[src/rtl/edge_pkg.sv]
// Shared types for the debounced edge detector bank: per-channel FSM states
// and the global pulse-select encoding.
package edge_pkg;

    typedef enum logic [1:0] {
        LOW      = 2'b00,
        ARM_HIGH = 2'b01,
        HIGH     = 2'b10,
        ARM_LOW  = 2'b11
    } edge_state_t;

    typedef enum logic [1:0] {
        NONE = 2'b00,
        RISE = 2'b01,
        FALL = 2'b10,
        BOTH = 2'b11
    } edge_mode_t;

endpackage

[src/rtl/edge_channel.sv]
// One debounced channel: optional synchroniser, arm/confirm FSM with a
// stability counter, and registered rise/fall pulses plus the clean level.
module edge_channel
    import edge_pkg::*;
#(
    parameter int STABLE_CYCLES = 4,
    parameter int SYNC_STAGES   = 2
) (
    input  logic clk,
    input  logic rst,
    input  logic in,
    output logic level,
    output logic rise,
    output logic fall,
    output logic rise_next,
    output logic fall_next
);

    localparam int            CW     = $clog2(STABLE_CYCLES + 1);
    localparam logic [CW-1:0] LAST   = CW'(STABLE_CYCLES - 1);
    localparam logic [CW-1:0] ONE    = CW'(1);
    localparam bit            DIRECT = (STABLE_CYCLES == 1);

    edge_state_t   state, state_n;
    logic [CW-1:0] cnt, cnt_n;
    logic          s;

    generate
        if (SYNC_STAGES > 0) begin : g_sync
            logic [SYNC_STAGES-1:0] sr;

            always_ff @(posedge clk) begin
                if (rst) begin
                    sr <= '0;
                end else begin
                    sr[0] <= in;
                    for (int k = 1; k < SYNC_STAGES; k++) begin
                        sr[k] <= sr[k-1];
                    end
                end
            end

            assign s = sr[SYNC_STAGES-1];
        end else begin : g_nosync
            assign s = in;
        end
    endgenerate

    // The first differing sample counts as 1; a full run of STABLE_CYCLES flips the level.
    always_comb begin
        state_n   = state;
        cnt_n     = cnt;
        rise_next = 1'b0;
        fall_next = 1'b0;
        case (state)
            LOW: begin
                if (s) begin
                    if (DIRECT) begin
                        state_n   = HIGH;
                        rise_next = 1'b1;
                        cnt_n     = '0;
                    end else begin
                        state_n = ARM_HIGH;
                        cnt_n   = ONE;
                    end
                end
            end
            ARM_HIGH: begin
                if (!s) begin
                    state_n = LOW;
                    cnt_n   = '0;
                end else if (cnt == LAST) begin
                    state_n   = HIGH;
                    rise_next = 1'b1;
                    cnt_n     = '0;
                end else begin
                    cnt_n = cnt + ONE;
                end
            end
            HIGH: begin
                if (!s) begin
                    if (DIRECT) begin
                        state_n   = LOW;
                        fall_next = 1'b1;
                        cnt_n     = '0;
                    end else begin
                        state_n = ARM_LOW;
                        cnt_n   = ONE;
                    end
                end
            end
            ARM_LOW: begin
                if (s) begin
                    state_n = HIGH;
                    cnt_n   = '0;
                end else if (cnt == LAST) begin
                    state_n   = LOW;
                    fall_next = 1'b1;
                    cnt_n     = '0;
                end else begin
                    cnt_n = cnt + ONE;
                end
            end
            default: begin
                state_n = LOW;
                cnt_n   = '0;
            end
        endcase
    end

    always_ff @(posedge clk) begin
        if (rst) begin
            state <= LOW;
            cnt   <= '0;
            level <= 1'b0;
            rise  <= 1'b0;
            fall  <= 1'b0;
        end else begin
            state <= state_n;
            cnt   <= cnt_n;
            level <= (state_n == HIGH) || (state_n == ARM_LOW);
            rise  <= rise_next;
            fall  <= fall_next;
        end
    end

endmodule

[src/rtl/edge_detector_bank.sv]
// N independent debounced channels with a shared pulse-select mode, per-channel
// sticky event flags and an OR-reduced any_event for polling logic.
module edge_detector_bank
    import edge_pkg::*;
#(
    parameter int N             = 4,
    parameter int STABLE_CYCLES = 4,
    parameter int SYNC_STAGES   = 2
) (
    input  logic         clk,
    input  logic         rst,
    input  logic [N-1:0] in,
    input  logic [1:0]   mode,
    input  logic [N-1:0] clear,
    output logic [N-1:0] level,
    output logic [N-1:0] rise,
    output logic [N-1:0] fall,
    output logic [N-1:0] pulse,
    output logic [N-1:0] event_sticky,
    output logic         any_event
);

    logic [N-1:0] rise_next, fall_next, pulse_next;
    edge_mode_t   sel;
    logic         rise_en, fall_en;

    generate
        for (genvar g = 0; g < N; g++) begin : g_ch
            edge_channel #(
                .STABLE_CYCLES(STABLE_CYCLES),
                .SYNC_STAGES  (SYNC_STAGES)
            ) u_ch (
                .clk      (clk),
                .rst      (rst),
                .in       (in[g]),
                .level    (level[g]),
                .rise     (rise[g]),
                .fall     (fall[g]),
                .rise_next(rise_next[g]),
                .fall_next(fall_next[g])
            );
        end
    endgenerate

    // Gating uses the pre-edge transition so mode is sampled on the same edge as rise/fall.
    assign sel        = edge_mode_t'(mode);
    assign rise_en    = (sel == RISE) || (sel == BOTH);
    assign fall_en    = (sel == FALL) || (sel == BOTH);
    assign pulse_next = (rise_next & {N{rise_en}}) | (fall_next & {N{fall_en}});

    always_ff @(posedge clk) begin
        if (rst) begin
            pulse        <= '0;
            event_sticky <= '0;
        end else begin
            pulse        <= pulse_next;
            event_sticky <= pulse_next | (event_sticky & ~clear);
        end
    end

    assign any_event = |event_sticky;

endmodule

[config.mk]
export PLATFORM = sky130hd
export DESIGN_NAME = edge_detector_bank
export DESIGN_NICKNAME = d
export VERILOG_FILES = /design/src/rtl/edge_pkg.sv /design/src/rtl/edge_channel.sv /design/src/rtl/edge_detector_bank.sv
export SDC_FILE = /design/constraint.sdc
export NUM_CORES = 1
export LEC_CHECK = 0
export BUFFER_PORTS_ARGS = -buffer_cell sky130_fd_sc_hd__buf_2
export CAP_MARGIN = 15
export CORE_MARGIN = 2
export CORE_UTILIZATION = 55
export DETAILED_ROUTE_END_ITERATION = 8
export PLACE_DENSITY = 0.79
export SYNTH_ARGS = -nofsm -noshare
export SYNTH_HDL_FRONTEND = slang
export SYNTH_HIERARCHICAL = 1
export SYNTH_SLANG_ARGS = --single-unit
[constraint.sdc]
create_clock -name clk -period 2.4 [get_ports clk]
set_clock_uncertainty 0.1 [all_clocks]
set_input_delay 0.36 -clock clk [delete_from_list [all_inputs] [get_ports clk]]
set_output_delay 0.36 -clock clk [all_outputs]
set_load 0.03 [all_outputs]
---- After elaboration in Yosys (flattened, before gate mapping) ----
Index checks and enable logic that the tools add are counted.
storage, ports and cells
  register bits ........................... 48
  word-level logic and storage cells ...... 158
operators by class
  add/subtract/negate cells ............... 4
  eq/ne operators ......................... 35
  muxes and demuxes ....................... 72
  bitwise operators ....................... 6
  reduce and logical (&&, ||, !) cells .... 15
operators by type and width
  kind                 number
  $mux 3               20
  $mux 2               24
  $pmux 3 s4           4
  $eq 2x2->1 const B   18
  $pmux 2 s4           4
  $mux 1               20
  $add 3x1->3 const B  4
  $and 4x4->4          3
  $eq 3x2->1 const B   4
  $eq 2x1->1 const B   5
  $logic_not 2->1      4
  $ne 2x1->1 const B   4
  $ne 2x2->1 const B   4
  $or 4x4->4           2
  $reduce_and 2->1     4
  $logic_or 1x1->1     6
  $not 4->4            1
  $reduce_or 4->1      1

---- Longest topological paths before layout ----
Gate-level depths: netlist (run 1).
  depth after elaboration ................. 7
  mapped depth ............................ 5

---- Cells and area by module ----
The synthesis (run 1) kept the hierarchy.
by module, submodules not included
  module                           instances  cells an instance  area each (sq um)  sequential area each (sq um)
  edge_channel (g_ch[0].u_ch ...)  3          34                 355.3              180.2
  edge_channel (g_ch[2].u_ch)      1          36                 379.1              200.2
  edge_detector_bank               1          26                 262.8              160.2

---- Worst setup path after synthesis (run 1) ----
OpenSTA, ideal clock, no wires.
  path type ............................... register to output
  start ................................... reg event_sticky[0]
  end ..................................... out any_event
  arrival ................................. 1.107 ns
  required time ........................... 1.940 ns
  setup slack ............................. 0.833 ns
  cell stages (with the launch flop) ...... 2
  cell sequence ........................... dfxtp_1 > or4_1
between the ends
  longest elaborated chain between the ends .. 1
ends and longest elaborated chain
  item                    RTL line                  source
  start, declared         edge_detector_bank.sv:19  output logic [N-1:0] event_sticky,
  start signal, assigned  edge_detector_bank.sv:57  event_sticky <= pulse_next | (event_sticky & ~clear);
  $reduce_or 4->1         edge_detector_bank.sv:61  assign any_event = |event_sticky;
  end, declared           edge_detector_bank.sv:20  output logic any_event
Every way passes these cells.

---- Worst setup path in the final report (run 1) ----
Ends and elaborated chain as after synthesis.

==> results.md, run 1 <==
- Outcome: finished clean
- Hold WC Path Type: input port to register
- Routed len/inst: 12.8 um
- Slowest CP cell: or4_1
- Port Buf Inserts: 32
- # hold bufs at CTS: 0
- Total power: between 0.001 and 0.0015 W
- CTS tree: yes
- Slew at the pin with the worst max-slew slack: 787 ps
- Static leakage: slightly below 0.9 nW
- Layout cells sized above 1: a little under a quarter
- RSZ-0062 raised after global routing: false
- Synthesis-stage register bit count: 45
- H-Tree Depth: 2
- Area of the core: roughly 3000 sq um
- Vias in the first global route: between 1k and 1.5k
- Placement Cell Area: about 1900 sq um
- Inst Count DP: around 220
- Max-cap viol count: 0
- Final #Nets: between 200 and 250
- Vias: ~1.2k
- Final setup fails: 0
- Cell area power density: between 600 and 700 nW/um^2
- Peak Freq: roughly 540 MHz
- Gate Count Post-Synth: 164
- Net Count, Synth: 180
- Synth unique cells: 21
- Final Hold Fails: 0
- Main area contributors after synthesis: dfxtp_1 53%, nor2b_1 5.9%, nand3b_1 3.5%
- Min cycle time layout: between 1500 and 2000 ps
- Io pins: 33
- Worst setup path startpoint: event_sticky[0]
- Finished Cell Area: roughly 1900 sq um
- Area growth, synth to finish: 13.9%
- Tot GR Track Use: between 15 and 20%
- Initial DRT Pass Iterations: 4
- Clk sinks: between 40 and 50
- DIE AREA: 3570 sq um
- CTS Buf Count: 5
- Fill cells: about 250
- Placer Congestion: roughly 0.74
- First-pass GRT wire length: about 4.7 mm
- Setup TNS: 0 ps
- DP Wirelength: 2.15 mm
- Buffers & Inverters on Critical Path: 1
- Slew HR: between 40% and 50%
- Crit path largest cell delay: ~530 ps
- Post-cts sizing count: 0
- DIE WIDTH: ~60 um
- ANT cells: 0
- Reg-to-Reg Start: g_ch[2].u_ch/cnt[0]
- Top-area cell type share of the netlist area: 52.7%
- Min-delay src: in[2]
- Leading area contributor after synthesis: dfxtp_1
- Worst IR Drop VDD: approximately 0.51 mV
- Starting density of the core: 56.9%
- Grt total ovfl: 0
- Required time worst endpoint: around 1900 ps
- DRC Markers: 0
- Crit-path cells: or4_1, buf_2
- Crit path kind: register to primary output
- Largest net degree at the start of global routing: 46
- Pins Over Slew Limit: 0
- Number of setup buffers added after CTS: 0
- Worst-Skew Late Latency: around 340 ps
- DRT iter0 DRCs: 74
- Detailed-route vias per instance: between 5 and 6
- Number of buffers on the longest clock path: 2
- CTS clk-pin slew, worst paths: ~120 ps
- Seq/Total Area, Yosys: a little over half
- Synthesis Warnings: 6
- Area of the mapped netlist: around 1700 sq um
- Root Driver: clkbuf_4
- Fin crit share: approximately 78%
- Wirelength, routed: about 3.0 mm
- Startpoint Class: register
- Delay-heaviest family, CP: simple AND/OR/NAND/NOR gates
- CP max FO: 3
- Worst hold slack: about 120 ps
- # rows: 20
- Avg Inst Size Synth: ~10 sq um
- Cell Count, Final, Fillers Out: approximately 230
- Die Y: about 60 um
- CP Capture Type: primary output
- Data arrival time of the worst path: roughly 1400 ps
- Final ANT Viol Nets: 0
- Initial antenna violation count: 0
placed cells by master (no fill, tap or decap), drive strengths merged:
cell type	synthesis	final
nand2	8	8
or4	1	1
nor2	13	13
mux2i	4	4
nand2b	7	7
nand3b	8	8
a221oi	4	4
or2b	5	5
nor3b	12	12
buf	0	32
clkbuf	5	7
a21oi	8	8
xnor2	4	4
nand4	4	4
mux2	4	4
inv	4	4
ha	4	4
nor2b	16	16
a22oi	4	4
xor2	4	4
dfxtp	45	45
report_power, final:
group	switching (W)	internal, W
sequential	0.00000878	0.000759
combinational	0.0000288	0.0000243
clock	0.000221	0.000139
per-stage QoR:
| step | worst slack, ps | utilization [%] |
|---|---|---|
| 2_1_floorplan | 833 | - |
| 3_3_place_gp | 927 | 63.0 |
| 3_5_place_dp | 924 | 63.0 |
| 4_1_cts | 525 | 64.8 |
| 5_1_grt | 481 | 64.8 |
| 6_report | 535 | 64.8 |
layer usage:
metal	wire length, um	up-vias	track usage, %
met4	43	0	7.94
met2	1490	27	30.1
met5	0	-	0
li1	-	635	-
met1	1310	561	20.7
met3	123	6	5.84
state kept, by name, indices dropped and copies added (netlist names):
register and flops:
g_ch.u_ch/cnt 12, g_ch.u_ch/g_sync.sr 8, g_ch.u_ch/state 5, event_sticky 4
g_ch.u_ch/fall 4, g_ch.u_ch/level 4, g_ch.u_ch/rise 4, pulse 4
Yosys cell counts:
cell type / number
a21oi_1: 8
a221oi_1: 4
a22oi_1: 4
clkbuf_1: 5
dfxtp_1: 45
ha_1: 4
inv_1: 4
mux2_2: 4
mux2i_1: 4
nand2_1: 8
nand2b_1: 7
nand3b_1: 8
nand4_1: 4
nor2_1: 13
nor2b_1: 16
nor3b_1: 8
nor3b_2: 4
or2b_1: 5
or4_1: 1
xnor2_1: 4
xor2_1: 4
cell type report:
class	instances	area (sq um)	area share, %
inverters	4	15.0	0.772
repair buffers	32	160	8.23
clock buffers	7	55.1	2.83
flip-flops and latches	45	901	46.3
multi-input cells	110	773	39.7
well taps	33	41.3	2.12
final timing paths:
check,depth (start not counted),slack (ps),end
hold / removal,2,120,g_ch[2].u_ch/g_sync.sr[0]
hold reg to reg,1,350,g_ch[0].u_ch/g_sync.sr[1]
setup reg to reg,5,910,event_sticky[2]
setup / recovery,2,540,any_event
logic make-up (layout without fill, tap and decap cells):
kind of cell | count (synthesis) | count (layout) | synth area share, %
muxes | 8 | 8 | 4.98
xor gates and xnor gates | 8 | 8 | 4.10
buffers and inverters | 9 | 43 | 1.98
and+or+nand+nor | 74 | 74 | 27.1
adders and majority gates | 4 | 4 | 2.93
DFF | 45 | 45 | 52.7
AOI/OAI and AO/OA | 16 | 16 | 6.15
No activity file was read; power rests on OpenSTA's default activity.
==> inputs of run 2 (changes only) <==
--- a/config.mk
+++ b/config.mk
@@ -8,9 +8,9 @@
 export BUFFER_PORTS_ARGS = -buffer_cell sky130_fd_sc_hd__buf_2
 export CAP_MARGIN = 15
 export CORE_MARGIN = 2
-export CORE_UTILIZATION = 55
+export CORE_UTILIZATION = 53
 export DETAILED_ROUTE_END_ITERATION = 8
-export PLACE_DENSITY = 0.79
+export PLACE_DENSITY = 0.77
 export SYNTH_ARGS = -nofsm -noshare
 export SYNTH_HDL_FRONTEND = slang
 export SYNTH_HIERARCHICAL = 1
==> constraint.sdc (replaced) <==
create_clock -name clk -period 1.9 [get_ports clk]
set_clock_uncertainty 0.1 [all_clocks]
set_input_delay 0.285 -clock clk [delete_from_list [all_inputs] [get_ports clk]]
set_output_delay 0.285 -clock clk [all_outputs]
set_load 0.03 [all_outputs]
==> run 2 against run 1 <==
Die area is 3.5% higher. Critical path type unchanged. Combinational power is 34% higher. Sequential power is 26% higher.
==> results.md, run 2 (synthesized netlist as in run 1, its figures left out) <==
- Min cycle time layout: roughly 1800 ps
- ANT cells: 0
- First-pass GRT wire length: between 5 and 6 mm
- CTS tree: yes
- Initial antenna violation count: 0
- CP Capture Type: primary output
- DIE WIDTH: 60.8 um
- Final setup fails: 0
- Post-cts sizing count: 0
- Final #Nets: 215
- Max reg flops: 12
- Slew at the pin with the worst max-slew slack: about 440 ps
- Io pins: 33
- Worst setup path startpoint: event_sticky[0]
- Crit path kind: register to primary output
- Worst IR Drop VDD: 0.451 mV
- Vias: ~1.2k
- Final ANT Viol Nets: 0
- Vias in the first global route: approximately 1.2k
- Die Y: 60.8 um
- Root Driver: clkbuf_4
- Reg area: 901 sq um
- # rows: 20
- Biggest regs: g_ch.u_ch/cnt: 12 flops, g_ch.u_ch/g_sync.sr: 8 flops, g_ch.u_ch/state: 5 flops
- Fin crit share: a little over nine tenths
- Area growth, synth to finish: 15.5%
- CTS clk-pin slew, worst paths: 110 ps
- Cell area power density: approximately 740 nW/um^2
- Worst-Skew Late Latency: roughly 340 ps
- Area of the core: 3050 sq um
- Number of buffers on the longest clock path: 2
- Reg-to-Reg Start: g_ch[0].u_ch/cnt[1]
- Data arrival time of the worst path: about 1400 ps
- Starting density of the core: between 50% and 60%
- CTS Buf Count: 5
- CP max FO: 3
- Max-cap viol count: 0
- Port Buf Inserts: 32
- DRT iter0 DRCs: 84
- Peak Freq: ~550 MHz
- Clk sinks: 45
- Total power: 0.00146 W
- Commonest non-fill, non-tap cell in the layout: dfxtp_1
- Slew HR: ~71%
- Startpoint Class: register
- Fill cells: between 200 and 300
- Wirelength, routed: 3.11 mm
- Placer Congestion: between 0.7 and 0.8
- Static leakage: approximately 0.87 nW
- Largest net degree at the start of global routing: 25
- Worst slack at placement: ~450 ps
- Largest Register: g_ch.u_ch/cnt
- Pins Over Slew Limit: 0
- # hold bufs at CTS: 0
- DP Wirelength: 2.31 mm
- Layout cells sized above 1: 23.0%
- Fin util: about 65%
- Routed len/inst: ~13 um
- Most frequent cells in the layout: 45 x dfxtp_1, 32 x buf_2, 16 x nor2b_1, 13 x nor2_1
- Multi-input logic area: approximately 770 sq um
- Detailed-route vias per instance: a little over 5
- Grt total ovfl: 0
- Initial DRT Pass Iterations: 4
- DRC Markers: 0
- Min-delay src: in[2]
- Setup TNS: 0 ps
- H-Tree Depth: 2
- RSZ-0062 raised after global routing: false
- Outcome: finished clean
- Post-route setup slack: between 90 and 100 ps
- Number of setup buffers added after CTS: 0
- Tot GR Track Use: about a fifth
- Hold WC Path Type: input port to register
- Required time worst endpoint: about 1500 ps
- Final Hold Fails: 0
- DIE AREA: between 3000 and 4000 sq um
==> run 2: changes by cell type in the layout (fill, tap and decap cells not counted), sizes merged <==
cell    change
buf         +1
clkbuf      +1
==> run 2: stage by stage <==
step	instances	cell area [sq um]	hold WS, ps
3_3_place_gp	236	1920	316
3_5_place_dp	236	1920	330
4_1_cts	244	1970	21.0
2_1_floorplan	164	1710	313
5_1_grt	244	1970	24.4
6_report	244	1970	41.9
==> run 2: final timing paths <==
check                                   end  slack [ps]  cells past startpoint
setup / recovery                  any_event         100                      2
hold reg to reg   g_ch[3].u_ch/g_sync.sr[1]         350                      1
hold / removal    g_ch[2].u_ch/g_sync.sr[0]          40                      2
setup reg to reg            event_sticky[0]         400                      5
==> run 2: worst max-delay path: stages, from the launching register on <==
cell and delay (ps):
dfxtp_1 340, or4_1 540, buf_2 200
==> run 2: layer usage <==
| layer | routed length [um] | vias up | share of wire [%] | global-route usage [%] |
|---|---|---|---|---|
| met1 | 1230 | 580 | 40 | 21.4 |
| met5 | 0 | - | 0 | 0 |
| met3 | 135 | 8 | 4.3 | 6.18 |
| met4 | 59 | 0 | 1.9 | 8.07 |
| li1 | - | 629 | - | - |
| met2 | 1680 | 26 | 54 | 34.3 |
==> run 2: final cells by class <==
cell class | count | area share (%)
sequential | 45 | 45.7
multi-input combinational | 110 | 39.2
timing repair buffer | 33 | 9.13
tap | 44 | 2.79
clock buffer | 8 | 2.47
inverter | 4 | 0.761
==> run 2: report_power, final <==
group / total (W) / switching (W) / internal [W]
clock: 0.000422 / 0.000275 / 0.000148
sequential: 0.000970 / 0.0000118 / 0.000958
combinational: 0.0000712 / 0.0000365 / 0.0000346
==> inputs of run 3 (changes only) <==
--- a/config.mk
+++ b/config.mk
@@ -11,6 +11,7 @@
 export CORE_UTILIZATION = 53
 export DETAILED_ROUTE_END_ITERATION = 8
 export PLACE_DENSITY = 0.77
+export REMOVE_ABC_BUFFERS = 1
 export SYNTH_ARGS = -nofsm -noshare
 export SYNTH_HDL_FRONTEND = slang
 export SYNTH_HIERARCHICAL = 1
==> run 3 against run 2 <==
Non-clock buffer count unchanged. First-iteration DRC count down 42%. Die area unchanged. Wire length down 4.8%. Sequential cell count unchanged.
==> results.md, run 3 (synthesized netlist as in run 1, its figures left out) <==
- Data arrival time of the worst path: 1400 ps
- DRC Markers: 0
- CTS tree: yes
- CTS clk-pin slew, worst paths: about 120 ps
- Detailed-route vias per instance: slightly above 5
- Post-cts sizing count: 0
- Total power: 0.00153 W
- Largest net degree at the start of global routing: between 40 and 50
- Fill cells: 258
- Required time worst endpoint: 1510 ps
- Final Hold Fails: 0
- Initial antenna violation count: 0
- ANT cells: 0
- Final setup fails: 0
- Setup TNS: 0 ps
- CP max FO: 3
- Static leakage: slightly below 0.9 nW
- Final #Nets: between 200 and 250
- Worst IR Drop VDD: ~0.58 mV
- Most frequent cells in the layout: 45 x dfxtp_1, 32 x buf_2, 16 x nor2b_1, 13 x nor2_1
- Commonest non-fill, non-tap cell in the layout: dfxtp_1
- DP Wirelength: 2.09 mm
- Area of the core: slightly above 3000 sq um
- Pins Over Slew Limit: 0
- CTS Buf Count: 5
- Final ANT Viol Nets: 0
- # rows: 20
- Tot GR Track Use: 17.4%
- Root Driver: clkbuf_4
- Wirelength, routed: roughly 3 mm
- Min cycle time layout: roughly 1800 ps
- Placer Congestion: between 0.7 and 0.8
- First-pass GRT wire length: about 4.8 mm
- Vias in the first global route: 1155
- Hold WC Path Type: input port to register
- Max-cap viol count: 0
- Die Y: 60.8 um
- Worst slack at placement: 424 ps
- Io pins: 33
- CP Capture Type: primary output
- Fin crit share: a little over nine tenths
- Reg area: ~900 sq um
- Multi-input logic area: 773 sq um
- Clk sinks: 45
- Slew at the pin with the worst max-slew slack: between 400 and 500 ps
- Grt total ovfl: 0
- Starting density of the core: around 56%
- RSZ-0062 raised after global routing: false
- Cell area power density: 771 nW/um^2
- Routed len/inst: between 10 and 15 um
- Largest Register: g_ch.u_ch/cnt
- Vias: roughly 1.3k
- Port Buf Inserts: 32
- Layout cells sized above 1: around a quarter
- Post-route setup slack: between 100 and 150 ps
- Number of setup buffers added after CTS: 0
- Max reg flops: 12
- Startpoint Class: register
- Number of buffers on the longest clock path: 2
- DRT iter0 DRCs: between 40 and 50
- Slew HR: 69.7%
- Worst-Skew Late Latency: approximately 340 ps
- # hold bufs at CTS: 0
- DIE WIDTH: just over 60 um
- Biggest regs: g_ch.u_ch/cnt: 12 flops, g_ch.u_ch/g_sync.sr: 8 flops, g_ch.u_ch/state: 5 flops
- DIE AREA: approximately 3700 sq um
- H-Tree Depth: 2
- Area growth, synth to finish: 16.0%
- Outcome: finished clean
- Crit path kind: register to primary output
- Peak Freq: between 500 and 600 MHz
- Initial DRT Pass Iterations: 4
-- run 3: changes by cell type in the layout (fill, tap and decap cells not counted) --
cell / before / now
buf_12: 1 / 0
buf_4: 0 / 1
clkbuf_1: 3 / 0
clkbuf_8: 0 / 2
clkinv_2: 0 / 1
-- run 3: worst max-delay path, stage by stage (launching register included) --
cell and delay, ps:
dfxtp_1 340, or4_1 520, buf_2 190
-- run 3: metal layers --
layer	routed length, um	track usage (%)	vias up
met5	0	0	-
met3	147	4.69	2
li1	-	-	633
met4	19	8.07	0
met2	1500	30.4	31
met1	1300	19.7	593
-- run 3: worst paths after layout --
kind,start,endpoint,slack (ps),cells after the start
setup reg to reg,g_ch[0].u_ch/cnt[0],event_sticky[0],400,5
hold / removal,in[3],g_ch[3].u_ch/g_sync.sr[0],40,2
hold reg to reg,g_ch[2].u_ch/g_sync.sr[0],g_ch[2].u_ch/g_sync.sr[1],340,1
setup / recovery,event_sticky[0],any_event,120,2
-- run 3: area by class of cell --
| cell class | instances | share of cell area [%] |
|---|---|---|
| Clock buffer | 7 | 3.28 |
| Clock inverter | 1 | 0.253 |
| Inverter | 4 | 0.758 |
| Multi-Input combinational cell | 110 | 39.0 |
| Sequential cell | 45 | 45.5 |
| Tap cell | 44 | 2.78 |
| Timing Repair Buffer | 33 | 8.46 |
-- run 3: where the power goes --
| group | total (W) | internal [W] | switching, W |
|---|---|---|---|
| sequential | 0.000970 | 0.000958 | 0.0000115 |
| combinational | 0.0000679 | 0.0000321 | 0.0000358 |
| clock | 0.000491 | 0.000215 | 0.000277 |
| total | 0.00153 | 0.00121 | 0.000324 |
-- run 3: per-stage QoR --
step           hold WS, ps  instances  utilization [%]  instance area [sq um]
2_1_floorplan          254        159                -                   1690
3_3_place_gp           323        236             62.6                   1910
3_5_place_dp           323        236             62.6                   1910
4_1_cts               25.2        244             64.9                   1980
5_1_grt               54.2        244             64.9                   1980
6_report              38.4        244             64.9                   1980
